**src/rtl/results_pkg.sv**
```systemverilog
// Shared types and constants for the results readback path.
// State encoding, component tags and word geometry live here so that the top
// level and the output register agree on them.
package results_pkg;

  typedef enum logic [2:0] {
    IDLE    = 3'd0,
    ISSUE   = 3'd1,
    WAIT    = 3'd2,
    PRESENT = 3'd3,
    FINISH  = 3'd4
  } state_t;

  localparam logic [1:0] COMP_X   = 2'd0;
  localparam logic [1:0] COMP_Y   = 2'd1;
  localparam logic [1:0] COMP_Z   = 2'd2;
  localparam logic [1:0] COMP_SUM = 2'd3;

  localparam int WORD_BYTES      = 32'd4;
  localparam int WORDS_PER_POINT = 32'd3;

  // Rolling X -> Y -> Z -> X component tag, so no modulo-3 divider is needed.
  function automatic logic [1:0] comp_advance(input logic [1:0] comp);
    logic [1:0] nxt;
    case (comp)
      COMP_X:  nxt = COMP_Y;
      COMP_Y:  nxt = COMP_Z;
      default: nxt = COMP_X;
    endcase
    return nxt;
  endfunction

endpackage

```
**src/rtl/results_out_reg.sv**
```systemverilog
// Output holding register for the result stream.
// A load captures a beat and raises valid; the beat is held untouched while
// the consumer stalls and is cleared once it has been accepted. A load in the
// same cycle as an accept wins, which lets a follow-on beat be queued directly.
module results_out_reg
  import results_pkg::*;
(
  input  logic        clock,
  input  logic        resetn,
  input  logic        load,
  input  logic [31:0] load_data,
  input  logic [1:0]  load_comp,
  input  logic        load_last,
  input  logic        m_ready,
  output logic [31:0] m_data,
  output logic [1:0]  m_comp,
  output logic        m_last,
  output logic        m_valid,
  output logic        accept
);

  assign accept = m_valid & m_ready;

  // Hold the presented beat: load has priority, then clear-on-accept.
  always_ff @(posedge clock or negedge resetn) begin
    if (!resetn) begin
      m_data  <= 32'd0;
      m_comp  <= COMP_X;
      m_last  <= 1'b0;
      m_valid <= 1'b0;
    end else if (load) begin
      m_data  <= load_data;
      m_comp  <= load_comp;
      m_last  <= load_last;
      m_valid <= 1'b1;
    end else if (accept) begin
      m_data  <= 32'd0;
      m_comp  <= COMP_X;
      m_last  <= 1'b0;
      m_valid <= 1'b0;
    end
  end

endmodule

```
**src/rtl/results_readback.sv**
```systemverilog
// Results readback: after the save stage signals completion, walk the results
// BRAM and stream every stored X/Y/Z word over a valid/ready interface.
// Optional build macro: RESULTS_CHECKSUM_EN appends one beat carrying the
// mod-2^32 sum of all streamed words (tag 3, carries m_last).
module results_readback
  import results_pkg::*;
#(
  parameter int ADDR_W       = 32'd32,
  parameter int BASE_ADDR    = 32'd4,
  parameter int READ_LATENCY = 32'd1,
  parameter int MAX_POINTS   = 32'd4096
) (
  input  logic              clock,
  input  logic              resetn,
  input  logic              save_done,
  input  logic [31:0]       num_points,
  output logic [ADDR_W-1:0] bram_addr,
  output logic              bram_en,
  output logic [3:0]        bram_we,
  input  logic [31:0]       bram_dout,
  output logic [31:0]       m_data,
  output logic [1:0]        m_comp,
  output logic              m_valid,
  input  logic              m_ready,
  output logic              m_last,
  output logic              busy,
  output logic              done
);

  // Word counter only has to reach 3 * MAX_POINTS.
  localparam int          CNT_W    = $clog2(WORDS_PER_POINT * MAX_POINTS + 32'd1);
  localparam logic [1:0]  LAT_LAST = 2'(READ_LATENCY - 32'd1);
  localparam logic [31:0] MAX_N    = 32'(MAX_POINTS);
  localparam logic [ADDR_W-1:0] BASE  = ADDR_W'(BASE_ADDR);
  localparam logic [ADDR_W-1:0] STEP  = ADDR_W'(WORD_BYTES);

  state_t            state_r, state_nxt;
  logic              save_done_prev_r;
  logic [CNT_W-1:0]  total_r, total_nxt;
  logic [CNT_W-1:0]  word_cnt_r, word_cnt_nxt;
  logic [ADDR_W-1:0] addr_r, addr_nxt;
  logic [1:0]        comp_r, comp_nxt;
  logic [1:0]        lat_cnt_r, lat_cnt_nxt;
  logic [ADDR_W-1:0] bram_addr_r;
  logic              bram_en_r;
  logic              busy_r;
  logic              done_r;
  logic              start;
  logic              final_word;
  logic [31:0]       n_clamp;
  logic              ld;
  logic [31:0]       ld_data;
  logic [1:0]        ld_comp;
  logic              ld_last;
  logic              accept;
`ifdef RESULTS_CHECKSUM_EN
  logic [31:0]       sum_r, sum_nxt;
  logic              sum_phase_r, sum_phase_nxt;
`endif

  assign start      = save_done & ~save_done_prev_r;
  assign n_clamp    = (num_points > MAX_N) ? MAX_N : num_points;
  assign final_word = (word_cnt_r == (total_r - CNT_W'(1)));

  assign bram_addr = bram_addr_r;
  assign bram_en   = bram_en_r;
  assign bram_we   = 4'b0000;
  assign busy      = busy_r;
  assign done      = done_r;

  // FSM state register.
  always_ff @(posedge clock or negedge resetn) begin
    if (!resetn) begin
      state_r <= IDLE;
    end else begin
      state_r <= state_nxt;
    end
  end

  // Next-state, counter updates and output-register load control.
  always_comb begin
    state_nxt    = state_r;
    total_nxt    = total_r;
    word_cnt_nxt = word_cnt_r;
    addr_nxt     = addr_r;
    comp_nxt     = comp_r;
    lat_cnt_nxt  = 2'd0;
    ld           = 1'b0;
    ld_data      = bram_dout;
    ld_comp      = comp_r;
    ld_last      = 1'b0;
`ifdef RESULTS_CHECKSUM_EN
    sum_nxt       = sum_r;
    sum_phase_nxt = sum_phase_r;
`endif
    case (state_r)
      IDLE: begin
        if (start) begin
          total_nxt    = CNT_W'(n_clamp * 32'(WORDS_PER_POINT));
          word_cnt_nxt = '0;
          addr_nxt     = BASE;
          comp_nxt     = COMP_X;
`ifdef RESULTS_CHECKSUM_EN
          sum_nxt       = 32'd0;
          sum_phase_nxt = 1'b0;
`endif
          if (n_clamp == 32'd0) begin
`ifdef RESULTS_CHECKSUM_EN
            // Empty result set still reports a (zero) checksum beat.
            ld            = 1'b1;
            ld_data       = 32'd0;
            ld_comp       = COMP_SUM;
            ld_last       = 1'b1;
            sum_phase_nxt = 1'b1;
            state_nxt     = PRESENT;
`else
            state_nxt = FINISH;
`endif
          end else begin
            state_nxt = ISSUE;
          end
        end else begin
          state_nxt = IDLE;
        end
      end
      ISSUE: begin
        state_nxt = WAIT;
      end
      WAIT: begin
        if (lat_cnt_r == LAT_LAST) begin
          ld = 1'b1;
`ifdef RESULTS_CHECKSUM_EN
          sum_nxt = sum_r + bram_dout;
`else
          ld_last = final_word;
`endif
          state_nxt = PRESENT;
        end else begin
          lat_cnt_nxt = lat_cnt_r + 2'd1;
          state_nxt   = WAIT;
        end
      end
      PRESENT: begin
        if (accept) begin
          word_cnt_nxt = word_cnt_r + CNT_W'(1);
          addr_nxt     = addr_r + STEP;
          comp_nxt     = comp_advance(comp_r);
`ifdef RESULTS_CHECKSUM_EN
          if (sum_phase_r) begin
            state_nxt = FINISH;
          end else if (final_word) begin
            // Sum already includes the last Z word, loaded during WAIT.
            ld            = 1'b1;
            ld_data       = sum_r;
            ld_comp       = COMP_SUM;
            ld_last       = 1'b1;
            sum_phase_nxt = 1'b1;
            state_nxt     = PRESENT;
          end else begin
            state_nxt = ISSUE;
          end
`else
          if (final_word) begin
            state_nxt = FINISH;
          end else begin
            state_nxt = ISSUE;
          end
`endif
        end else begin
          state_nxt = PRESENT;
        end
      end
      FINISH: begin
        state_nxt = IDLE;
      end
      default: begin
        state_nxt = IDLE;
      end
    endcase
  end

  // Datapath counters and save_done edge history.
  always_ff @(posedge clock or negedge resetn) begin
    if (!resetn) begin
      save_done_prev_r <= 1'b0;
      total_r          <= '0;
      word_cnt_r       <= '0;
      addr_r           <= '0;
      comp_r           <= COMP_X;
      lat_cnt_r        <= 2'd0;
    end else begin
      save_done_prev_r <= save_done;
      total_r          <= total_nxt;
      word_cnt_r       <= word_cnt_nxt;
      addr_r           <= addr_nxt;
      comp_r           <= comp_nxt;
      lat_cnt_r        <= lat_cnt_nxt;
    end
  end

`ifdef RESULTS_CHECKSUM_EN
  // Running checksum and "checksum beat queued" flag.
  always_ff @(posedge clock or negedge resetn) begin
    if (!resetn) begin
      sum_r       <= 32'd0;
      sum_phase_r <= 1'b0;
    end else begin
      sum_r       <= sum_nxt;
      sum_phase_r <= sum_phase_nxt;
    end
  end
`endif

  // Registered BRAM port and status outputs, derived from the next state so
  // they line up with the state they describe.
  always_ff @(posedge clock or negedge resetn) begin
    if (!resetn) begin
      bram_en_r   <= 1'b0;
      bram_addr_r <= '0;
      busy_r      <= 1'b0;
      done_r      <= 1'b0;
    end else begin
      bram_en_r <= (state_nxt == ISSUE);
      if (state_nxt == ISSUE) begin
        bram_addr_r <= addr_nxt;
      end
      busy_r <= (state_nxt != IDLE);
      done_r <= (state_nxt == FINISH);
    end
  end

  results_out_reg u_out_reg (
    .clock     (clock),
    .resetn    (resetn),
    .load      (ld),
    .load_data (ld_data),
    .load_comp (ld_comp),
    .load_last (ld_last),
    .m_ready   (m_ready),
    .m_data    (m_data),
    .m_comp    (m_comp),
    .m_last    (m_last),
    .m_valid   (m_valid),
    .accept    (accept)
  );

endmodule

```
**config.mk**
```make
export PLATFORM = sky130hd
export DESIGN_NAME = results_readback
export DESIGN_NICKNAME = d
export VERILOG_FILES = /design/src/rtl/results_pkg.sv /design/src/rtl/results_out_reg.sv /design/src/rtl/results_readback.sv
export SDC_FILE = /design/constraint.sdc
export NUM_CORES = 1
export LEC_CHECK = 0
export CORE_ASPECT_RATIO = 1.75
export CORE_UTILIZATION = 50
export CTS_BUF_LIST = sky130_fd_sc_hd__clkbuf_4 sky130_fd_sc_hd__clkbuf_8
export CTS_CLUSTER_SIZE = 40
export DETAILED_ROUTE_END_ITERATION = 8
export GPL_TIMING_DRIVEN = 1
export PLACE_DENSITY = 0.82
export SYNTH_ARGS = -nofsm -noshare
export SYNTH_HDL_FRONTEND = slang
export SYNTH_SLANG_ARGS = --single-unit
```
**constraint.sdc**
```tcl
create_clock -name clock -period 4.3 [get_ports clock]
set_input_delay 0.86 -clock clock [delete_from_list [all_inputs] [get_ports clock]]
set_output_delay 0.86 -clock clock [all_outputs]
set_load 0.005 [all_outputs]
```
==> impl_metrics.env, run 1 <==
export IMPL_worst_pin_slew_ps=884.7
export IMPL_tritoncts="built"
export IMPL_rows=57
export IMPL_grtUsageTotal=0.2406
export IMPL_n_antenna_cell=0
export IMPL_finalCriticalPeriod_ps=3907
export IMPL_p_per_area_nw_per_um2=474.8
export IMPL_die_x_um=92.94
export IMPL_cts_root_buffer="clkbuf_8"
export IMPL_path_max_fanout=12
export IMPL_cts_max_path_buffers=2
export IMPL_num_io_pins=143
export IMPL_nNetsFinal=997
export IMPL_cts_setup_buffers=0
export IMPL_cp_start_kind="input pin"
export IMPL_critical_path_max_stage_delay_ps=450
export IMPL_synth_edf_count=0
export IMPL_syn_inst=766
export IMPL_vias=6183
export IMPL_htree_num_levels=4
export IMPL_hp_class="flop to flop"
export IMPL_clk_pin_slew_ps=70
export IMPL_hold_viol=0
export IMPL_antenna_found_initial=0
export IMPL_fill_cells=1135
export IMPL_drc=0
export IMPL_rsz0062_at_grt="no"
export IMPL_drive_gt1_frac=0.09716
export IMPL_slowest_stage="or4_1"
export IMPL_placed_cell_area_um2=8807
export IMPL_grt_start_max_net_pins=100
export IMPL_vias_per_cell=5.657
export IMPL_drt_total_wl_mm=17.18
export IMPL_holdWs_ps=472.4
export IMPL_final_antenna_net_count=0
export IMPL_wl_per_cell_um=15.72
export IMPL_clock_sinks=139
export IMPL_ctsHoldBuffers=0
export IMPL_post_place_ws_ps=-118.8
export IMPL_die_h_um=161.1
export IMPL_gp_congestion=0.8754
export IMPL_ys_ff_latch=139
export IMPL_synth_area_um2=7236
export IMPL_p_leak_nw=4.238
export IMPL_synthArstFlopShare=1.000
export IMPL_fin_skew_ps=13.64
export IMPL_synth_cell_type_count=56
export IMPL_cts_buffers=17
export IMPL_tns_ps=0
export IMPL_dr_first_iter_drc_count=348
export IMPL_ys_flop_type="dfrtp_1"
export IMPL_slew_headroom=0.4102
export IMPL_drv_slew=0
export IMPL_portBuffers=138
export IMPL_status="completed"
export IMPL_arrival_ps=4270
export IMPL_syn_area_per_cell_um2=9.446
export IMPL_cap_violations=0
export IMPL_crit_type="input pin to flop"
export IMPL_vdd_drop_max_mv=0.2871
export IMPL_fin_crit_sh=0.9086
export IMPL_grt_pass1_wl_mm=28.79
export IMPL_yosysWarnings=0
export IMPL_ys_seq_area_frac=0.4807
export IMPL_dieArea_um2=14980
export IMPL_fin_area_um2=9240
export IMPL_worst_slack_ps=393.1
export IMPL_dr_pass1_iters=5
export IMPL_crit_required_ps=4660
export IMPL_grt_ovfl_total=0
export IMPL_path_cells="clkdlybuf4s50_1 > nor4_1 > nand4_1 > or4_1 > a21oi_1 > buf_4 > nand2_1 > inv_1 > buf_4 > ha_1 > fa_1 > a21oi_1 > o21ai_0 > o211ai_1 > a31oi_1 > nor2_1 > xor2_1 > o21ai_0"
export IMPL_coreArea_um2=13980
export IMPL_clk_insertion_delay_late_ps=450
export IMPL_endpoint_kind="flop"
export IMPL_area_delta_synth_final_pct=27.70
export IMPL_fmax_mhz=256.0
export IMPL_dpl_hpwl_mm=12.27
export IMPL_grt_pass1_vias=6152
export IMPL_start_util=0.5176
export IMPL_setup_viol=0
==> cell usage in the layout (no fill, tap or decap), drive strengths merged, types with 3 or more instances in the layout <==
master,instances
nand3b,4
nor4,11
inv,24
clkinv,6
mux2,30
xor2,16
a22o,4
bufinv,4
a31oi,15
clkbuf,19
xnor2,16
nor2,39
a21oi,17
and3,8
o21a,3
nor2b,3
ha,24
conb,5
nor3,13
nand2b,11
buf,22
and4,4
nand4,15
dfrtp,139
o31ai,13
o211ai,3
nand3,54
or3,6
o21ai,72
nand2,136
o2111ai,3
clkdlybuf4s50,137
and2,9
or4,6
==> cell families after synthesis <==
| kind of cell | Yosys count | synth area share |
|---|---|---|
| muxes | 32 | 0.05412 |
| xor gates and xnor gates | 32 | 0.03873 |
| adders and majority gates | 25 | 0.04427 |
| buffers and inverters | 67 | 0.04202 |
| and+or+nand+nor | 327 | 0.2163 |
| DFF | 139 | 0.4807 |
| AOI/OAI and AO/OA | 142 | 0.1228 |
| other | 2 | 0.001038 |
==> metal layers <==
layer | GRT usage | part of all wire
met1 | 0.2652 | 0.38
met5 | 0 | 0
met3 | 0.03578 | 0.034
met4 | 0.1112 | 0.033
met2 | 0.4445 | 0.55
==> where the power goes <==
group | internal, mW | total, mW | switching, mW
clock network | 0.647 | 1.15 | 0.499
registers | 1.53 | 1.70 | 0.171
logic | 0.708 | 1.54 | 0.830
==> synth_stat cells, types with 2 or more instances <==
cell type | n | area (um2)
dfrtp_1 | 139 | 3478
nand2_1 | 136 | 510.5
o21ai_0 | 72 | 360.4
nand3_1 | 54 | 270.3
nor2_1 | 39 | 146.4
clkbuf_1 | 28 | 105.1
ha_1 | 24 | 300.3
inv_1 | 24 | 90.09
mux2_2 | 21 | 236.5
a21oi_1 | 16 | 80.08
xnor2_1 | 16 | 140.1
xor2_1 | 16 | 140.1
a31oi_1 | 15 | 93.84
nand4_1 | 15 | 93.84
nor3_1 | 13 | 65.06
o31ai_1 | 13 | 97.59
nand2b_1 | 11 | 68.82
nor4_1 | 11 | 68.82
mux2_4 | 9 | 135.1
and2_1 | 8 | 50.05
and3_1 | 8 | 50.05
or3_1 | 6 | 37.54
or4_1 | 6 | 45.04
buf_1 | 5 | 18.77
buf_4 | 5 | 37.54
a22o_1 | 4 | 35.03
and4_1 | 4 | 35.03
nand3b_1 | 4 | 30.03
nor2b_1 | 3 | 18.77
o211ai_1 | 3 | 22.52
o21a_1 | 3 | 22.52
a211oi_1 | 2 | 15.01
a32oi_1 | 2 | 17.52
buf_2 | 2 | 10.01
buf_6 | 2 | 22.52
conb_1 | 2 | 7.510
mux2i_1 | 2 | 20.02
nand4b_1 | 2 | 17.52
nor3b_1 | 2 | 15.01
o2111ai_1 | 2 | 17.52
o22ai_1 | 2 | 12.51
==> path summary, 6_finish.rpt <==
check | startpoint | to | slack [ps] | cells after the start
max in group asynchronous | resetn | total_r[12] | 2970 | 2
hold / removal | addr_r[31] | addr_r[31] | 470 | 1
setup / recovery | num_points[26] | total_r[13] | 390 | 18
setup reg to reg | total_r[0] | bram_addr[4] | 950 | 10
hold reg to reg | addr_r[31] | addr_r[31] | 470 | 1
min in group asynchronous | resetn | bram_en | 510 | 1
==> stage by stage <==
step	power (mW)	cells	utilization
4_1_cts	4.405	1093	0.6607
6_report	4.387	1093	0.6610
5_1_grt	4.648	1093	0.6610
3_3_place_gp	3.220	1062	0.6301
2_1_floorplan	2.593	769	-
3_5_place_dp	3.260	1062	0.6301
==> critical path: cells and delay by family <==
kind                       cells  cell delay, ps
adders and majority gates      2             400
and+or+nand+nor                5            1020
xor gates and xnor gates       1             130
AOI/OAI and AO/OA              6            1060
buffers and inverters          4             790
==> flip-flops by register name (all words and copies together) (netlist names) <==
signal and flops:
busy 1, word_cnt_r 14, save_done_prev_r 1, bram_addr 32, state_r 3, u_out_reg.m_data 32, comp_r 2, u_out_reg.m_comp 2
lat_cnt_r 2, total_r 14, addr_r 32, u_out_reg.m_valid 1, bram_en 1, done 1, u_out_reg.m_last 1
==> layout make-up <==
class	instances	area, um2	area share
clock inverters	12	172.7	0.01869
inverters	24	90.09	0.009749
flip-flops and latches	139	3478	0.3764
multi-input cells	563	3470	0.3755
repair buffers	159	1553	0.1680
clock buffers	19	255.2	0.02762
well taps	177	221.5	0.02397
==> repair_timing <==
action / CTS / global route
resized for setup: 0 / 1
endpoints found under the setup margin: 0 / 1
hold endpoints to repair: 0 / 0
(Power assumes the default switching activity.)
==> run 2, diff against run 1 <==
--- a/config.mk
+++ b/config.mk
@@ -6,6 +6,7 @@
 export NUM_CORES = 1
 export LEC_CHECK = 0
 export CORE_ASPECT_RATIO = 1.75
+export CORE_MARGIN = 1
 export CORE_UTILIZATION = 50
 export CTS_BUF_LIST = sky130_fd_sc_hd__clkbuf_4 sky130_fd_sc_hd__clkbuf_8
 export CTS_CLUSTER_SIZE = 40
==> results of run 2 <==
Same layout as run 1: the final DEF is identical, and so are final timing and power.
==> run 3, diff against run 2 <==
--- a/config.mk
+++ b/config.mk
@@ -13,6 +13,7 @@
 export DETAILED_ROUTE_END_ITERATION = 8
 export GPL_TIMING_DRIVEN = 1
 export PLACE_DENSITY = 0.82
+export SKIP_CTS_REPAIR_TIMING = 1
 export SYNTH_ARGS = -nofsm -noshare
 export SYNTH_HDL_FRONTEND = slang
 export SYNTH_SLANG_ARGS = --single-unit
==> results of run 3 <==
Same layout as run 1: the final DEF is identical, and so are final timing and power.
